$ cat config.mk
export PLATFORM = sky130hd
export DESIGN_NAME = coin_acceptor
export DESIGN_NICKNAME = d
export VERILOG_FILES = /design/src/rtl/coin_acceptor.sv
export SDC_FILE = /design/constraint.sdc
export NUM_CORES = 1
export LEC_CHECK = 0
export CAP_MARGIN = 0
export CELL_PAD_IN_SITES_DETAIL_PLACEMENT = 2
export CELL_PAD_IN_SITES_GLOBAL_PLACEMENT = 2
export CORE_MARGIN = 3
export CORE_UTILIZATION = 40
export CTS_CLUSTER_SIZE = 20
export DETAILED_ROUTE_END_ITERATION = 8
export PLACE_DENSITY_LB_ADDON = 0.1
export SLEW_MARGIN = 10
export SYNTH_ARGS = -nofsm -noshare
export SYNTH_HDL_FRONTEND = slang
export SYNTH_SLANG_ARGS = --single-unit
$ cat constraint.sdc
create_clock -name clk -period 2.9 [get_ports clk]
set_input_delay 0.58 -clock clk [delete_from_list [all_inputs] [get_ports clk]]
set_output_delay 0.58 -clock clk [all_outputs]
set_load 0.01 [all_outputs]
$ cat src/rtl/coin_acceptor.sv
// coin_acceptor
//   Front end for the vending controller. It synchronises and debounces the
//   two raw coin sensors and turns each clean rising level into one queued
//   coin event. Queued events are replayed in order as single-cycle codes,
//   with a guaranteed idle gap between them.
//
// Ports
//   clk          system clock, rising edge
//   rst          asynchronous active-high reset
//   sense_small  raw small-coin sensor (asynchronous, active high)
//   sense_large  raw large-coin sensor (asynchronous, active high)
//   coin         2'b00 idle, 2'b01 small, 2'b10 large (2'b11 never driven)
//   jam          one-cycle pulse: both sensors produced an event in one cycle
//   overflow     sticky: an event was dropped because the queue was full
//   pending      number of events currently queued
module coin_acceptor #(
  parameter int DEBOUNCE_CYCLES = 4,
  parameter int FIFO_DEPTH      = 4,
  parameter int GAP_CYCLES      = 1
) (
  input  logic                        clk,
  input  logic                        rst,
  input  logic                        sense_small,
  input  logic                        sense_large,
  output logic [1:0]                  coin,
  output logic                        jam,
  output logic                        overflow,
  output logic [$clog2(FIFO_DEPTH):0] pending
);

  localparam int CW = $clog2(DEBOUNCE_CYCLES);
  localparam int AW = $clog2(FIFO_DEPTH);
  localparam int PW = AW + 1;
  localparam int GW = $clog2(GAP_CYCLES + 1);

  localparam logic [CW-1:0] CNT_LAST   = CW'(DEBOUNCE_CYCLES - 1);
  localparam logic [PW-1:0] FULL_COUNT = PW'(FIFO_DEPTH);
  localparam logic [GW-1:0] GAP_LOAD   = GW'(GAP_CYCLES);

  // Sensor vectors: bit 0 is the small-coin sensor, bit 1 the large-coin one.
  logic [1:0]    s1_r;
  logic [1:0]    s2_r;
  logic [1:0]    stable_r;
  logic [1:0]    stable_nxt_s;
  logic [1:0]    rise_s;
  logic [1:0]    ev_r;
  logic [CW-1:0] cnt_r     [2];
  logic [CW-1:0] cnt_nxt_s [2];

  logic          push_s;
  logic [1:0]    push_code_s;
  logic          jam_nxt_s;

  logic [1:0]    mem_r [FIFO_DEPTH];
  logic [AW-1:0] wr_ptr_r;
  logic [AW-1:0] rd_ptr_r;
  logic [PW-1:0] count_r;
  logic [PW-1:0] count_nxt_s;
  logic [GW-1:0] gap_r;
  logic [GW-1:0] gap_nxt_s;
  logic          pop_s;
  logic          full_s;
  logic          wr_en_s;
  logic          drop_s;
  logic [1:0]    coin_nxt_s;

  logic [1:0]    coin_r;
  logic          jam_r;
  logic          overflow_r;

  // Two-flop synchronisers for both raw sensor lines.
  always_ff @(posedge clk or posedge rst) begin
    if (rst) begin
      s1_r <= 2'b00;
      s2_r <= 2'b00;
    end else begin
      s1_r <= {sense_large, sense_small};
      s2_r <= s1_r;
    end
  end

  // Debounce next state: the stable level only follows s2 after it has
  // differed for DEBOUNCE_CYCLES consecutive cycles; only 0->1 flags an event.
  always_comb begin
    for (int i = 0; i < 2; i++) begin
      stable_nxt_s[i] = stable_r[i];
      cnt_nxt_s[i]    = {CW{1'b0}};
      rise_s[i]       = 1'b0;
      if (s2_r[i] == stable_r[i]) begin
        cnt_nxt_s[i] = {CW{1'b0}};
      end else if (cnt_r[i] == CNT_LAST) begin
        stable_nxt_s[i] = s2_r[i];
        rise_s[i]       = s2_r[i];
      end else begin
        cnt_nxt_s[i] = cnt_r[i] + CW'(1);
      end
    end
  end

  // Debounce state and one-cycle event flops.
  always_ff @(posedge clk or posedge rst) begin
    if (rst) begin
      stable_r <= 2'b00;
      cnt_r[0] <= {CW{1'b0}};
      cnt_r[1] <= {CW{1'b0}};
      ev_r     <= 2'b00;
    end else begin
      stable_r <= stable_nxt_s;
      cnt_r[0] <= cnt_nxt_s[0];
      cnt_r[1] <= cnt_nxt_s[1];
      ev_r     <= rise_s;
    end
  end

  // Classify this cycle's events: a lone event is queued, a simultaneous
  // pair is ambiguous and reported as a jam instead.
  always_comb begin
    push_s      = 1'b0;
    push_code_s = 2'b00;
    jam_nxt_s   = 1'b0;
    case (ev_r)
      2'b01: begin
        push_s      = 1'b1;
        push_code_s = 2'b01;
      end
      2'b10: begin
        push_s      = 1'b1;
        push_code_s = 2'b10;
      end
      2'b11: begin
        jam_nxt_s = 1'b1;
      end
      default: begin
        push_s      = 1'b0;
        push_code_s = 2'b00;
        jam_nxt_s   = 1'b0;
      end
    endcase
  end

  // Queue and sequencer control. A pop frees its slot in the same cycle, so
  // a push into a full queue still succeeds when a pop happens alongside it.
  always_comb begin
    pop_s   = (count_r != {PW{1'b0}}) && (gap_r == {GW{1'b0}});
    full_s  = (count_r == FULL_COUNT);
    wr_en_s = push_s && (!full_s || pop_s);
    drop_s  = push_s && full_s && !pop_s;

    case ({wr_en_s, pop_s})
      2'b10:   count_nxt_s = count_r + PW'(1);
      2'b01:   count_nxt_s = count_r - PW'(1);
      default: count_nxt_s = count_r;
    endcase

    // The gap counter is reloaded by a pop and then runs down on the idle
    // cycles that follow, blocking the next pop until it reaches zero.
    if (pop_s) begin
      gap_nxt_s = GAP_LOAD;
    end else if (gap_r != {GW{1'b0}}) begin
      gap_nxt_s = gap_r - GW'(1);
    end else begin
      gap_nxt_s = gap_r;
    end

    if (pop_s) begin
      coin_nxt_s = mem_r[rd_ptr_r];
    end else begin
      coin_nxt_s = 2'b00;
    end
  end

  // Queue storage, pointers, gap counter and registered outputs.
  always_ff @(posedge clk or posedge rst) begin
    if (rst) begin
      for (int i = 0; i < FIFO_DEPTH; i++) begin
        mem_r[i] <= 2'b00;
      end
      wr_ptr_r   <= {AW{1'b0}};
      rd_ptr_r   <= {AW{1'b0}};
      count_r    <= {PW{1'b0}};
      gap_r      <= {GW{1'b0}};
      coin_r     <= 2'b00;
      jam_r      <= 1'b0;
      overflow_r <= 1'b0;
    end else begin
      if (wr_en_s) begin
        mem_r[wr_ptr_r] <= push_code_s;
        wr_ptr_r        <= wr_ptr_r + AW'(1);
      end else begin
        wr_ptr_r <= wr_ptr_r;
      end
      if (pop_s) begin
        rd_ptr_r <= rd_ptr_r + AW'(1);
      end else begin
        rd_ptr_r <= rd_ptr_r;
      end
      count_r    <= count_nxt_s;
      gap_r      <= gap_nxt_s;
      coin_r     <= coin_nxt_s;
      jam_r      <= jam_nxt_s;
      overflow_r <= overflow_r | drop_s;
    end
  end

  assign coin     = coin_r;
  assign jam      = jam_r;
  assign overflow = overflow_r;
  assign pending  = count_r;

endmodule

==> results.ini <==
[run_status]
status = finished clean

[route]
routedWlPerCell_um = 17.0
avgViaCountPerCell = 4.81
vias = 740
drt-initial-drc-count = 5
wl_met1_mm = 1.13
routed_wl_mm = 2.62
dr_wl_met3_um = 97
topRoutingLayerUsed = met4
wl_met2_mm = 1.35
ant_nets = 0
drt-pass1-iter-count = 3
route.detailed.drc = 0

[synthesis]
async_flop_share = 1.00
synth_seq_area_share = 0.582
yosysWarnings = 0
synth_ff_type = dfrtp_1
ys_ff_latch = 32
synthTopCellsByArea = dfrtp_1, ha_1, mux2_1, nor3b_2, mux2_2
ys_types = 19
synth_top_area_frac = 0.582
synth_area_um2 = 1380
synth.most_common_cell = dfrtp_1
synthCells = 91
synth-edff-count = 0
yosysTopAreaCell = dfrtp_1
synth_common_cells = dfrtp_1, ha_1, mux2_1, inv_1, xnor2_1
syn_nets = 106
avgSynthCellArea_um2 = 15.1

[finish]
finalNonFillerCells = 154
fill_cells = 307
antenna_cells = 0
largest_register_ffs = 8
top_register = mem_r
synthToLayoutAreaGrowth_pct = 18.7
drive_gt1_frac = 0.191
design_area_um2 = 1630
nets = 124

[worst_setup_path]
cp-start-kind = flop
cp_max_fo = 6
slowest_stage = dfrtp_1
cp.arrival_ns = 2.51
critical_path_class = flop to flop
required_ns = 3.12
cp_cell_sequence = inv_1, ha_1, nor2_2, inv_1, ha_1, fa_1, xnor2_1, nor2_1, xor2_1
crit_path_max_incr_delay_ns = 0.40
setup.worst_path.end_class = flop

[clocking]
post_cts_buffers = 0
numCtsBuffers = 5
clk_pin_slew_ns = 0.10
cts_tree = yes
cts_resized = 0
clkLatencyLatePin_ns = 0.34
numClockSinks = 32
hold_buffers = 0
cts-root-buf = clkbuf_4
ctsLongestPathBuffers = 2
htreeDepth = 2

[placed_design]
gp_congestion = 0.673
placedCellCount = 146
portBuffers = 10
dp_hpwl_mm = 1.96
placed_cell_area_um2 = 1540

[global_route]
grt_usage = 0.158
grt_max_degree = 33
grt_pass1_vias = 901
antenna_found_initial = 0
grt_overflow = 0
grt_pass1_wl_mm = 4.71

[sta]
slew_violations = 0
timing.final.crit_share = 0.790
fin_hold_ws_ns = 0.365
clock_skew_ns = 0.00615
fmax_mhz = 436
slew_headroom = 0.703
rsz0062_at_grt = false
fin_crit_ns = 2.29
setup_tns_ns = 0
finalHoldViolCount = 0
finalSetupViolCount = 0
worst_pin_slew_ns = 0.444

[power_and_ir_drop]
peakVddDrop_v = 0.000493
powerDensity_nw_per_um2 = 964
leakagePower_nw = 0.781
total_power_mw = 1.57

[floorplanning]
die_y_um = 64.6
start_util = 0.436
die-area_um2 = 4180
coreArea_um2 = 3150
num_rows = 20
die_x_um = 64.6
ios = 11

[flow_run]
drv_cap = 0

[min_path]
hold_path_class = flop to flop

## cells by family after synthesis
kind of cell             share of synthesized area
multiplexers                                 0.131
adder cells (fa/ha/maj)                      0.106
AND/OR/NAND/NOR                              0.106
flip-flops                                   0.582
AO/OA/AOI/OAI                              0.00546
XOR/XNOR                                    0.0510
buffers and inverters                       0.0191
## critical path: cells and delay by family, from the launching register on
family,cells,cell delay [ns]
adders and majority gates,3,1.03
DFF,1,0.40
xor gates and xnor gates,2,0.32
and+or+nand+nor,2,0.29
buffers and inverters,2,0.13
## report_power, final
part           switching, mW  internal [mW]  total [mW]
Clock                  0.154          0.229       0.383
Combinational          0.236          0.276       0.512
Sequential             0.115          0.565       0.680
## worst paths after layout
check                        endpoint    start  slack, ns  cells past startpoint
max                        pending[2]  ev_r[0]       0.61                      9
min                           s2_r[0]  s1_r[0]       0.37                      0
max reg2reg                pending[2]  ev_r[0]       0.61                      9
min reg2reg                   s2_r[0]  s1_r[0]       0.37                      0
max in group asynchronous  pending[0]      rst       1.99                      3
min in group asynchronous    cnt_r[1]      rst       0.62                      3
## metrics by stage
step | setup WS, ns | util
floorplan | 0.860 | -
global placement | 0.795 | 0.488
detailed placement | 0.658 | 0.488
CTS | 0.577 | 0.518
global route | 0.416 | 0.518
finish | 0.608 | 0.518
## metal layers
layer / global-route usage / vias to the layer above
li1: - / 343
met5: 0 / -
met4: 0.0712 / 0
met2: 0.255 / 11
met3: 0.0589 / 4
met1: 0.187 / 382
## layout make-up
class	count	area (um^2)	area share
Clock inverter	1	30.0	0.0184
Multi-Input combinational cell	52	548	0.336
Timing Repair Buffer	11	108	0.0659
Clock buffer	7	65.1	0.0398
Tap cell	44	55.1	0.0337
Inverter	7	26.3	0.0161
Sequential cell	32	801	0.490
## cells in the final DEF (no fill, tap or decap)
master,n
bufinv_16,1
clkbuf_8,2
xor2_1,3
fa_1,1
nor3b_2,4
mux2_1,8
and3b_1,2
buf_4,1
clkbuf_4,5
dfrtp_1,32
nor2_1,2
mux4_2,2
nor3b_1,1
nor2b_1,2
xnor2_1,5
ha_1,10
and4bb_4,1
nor3_1,3
mux2_2,4
a21o_1,1
inv_1,7
and2_1,2
nor2_2,1
clkdlybuf4s50_1,10
Note: power is estimated with default switching activity, not from simulation.
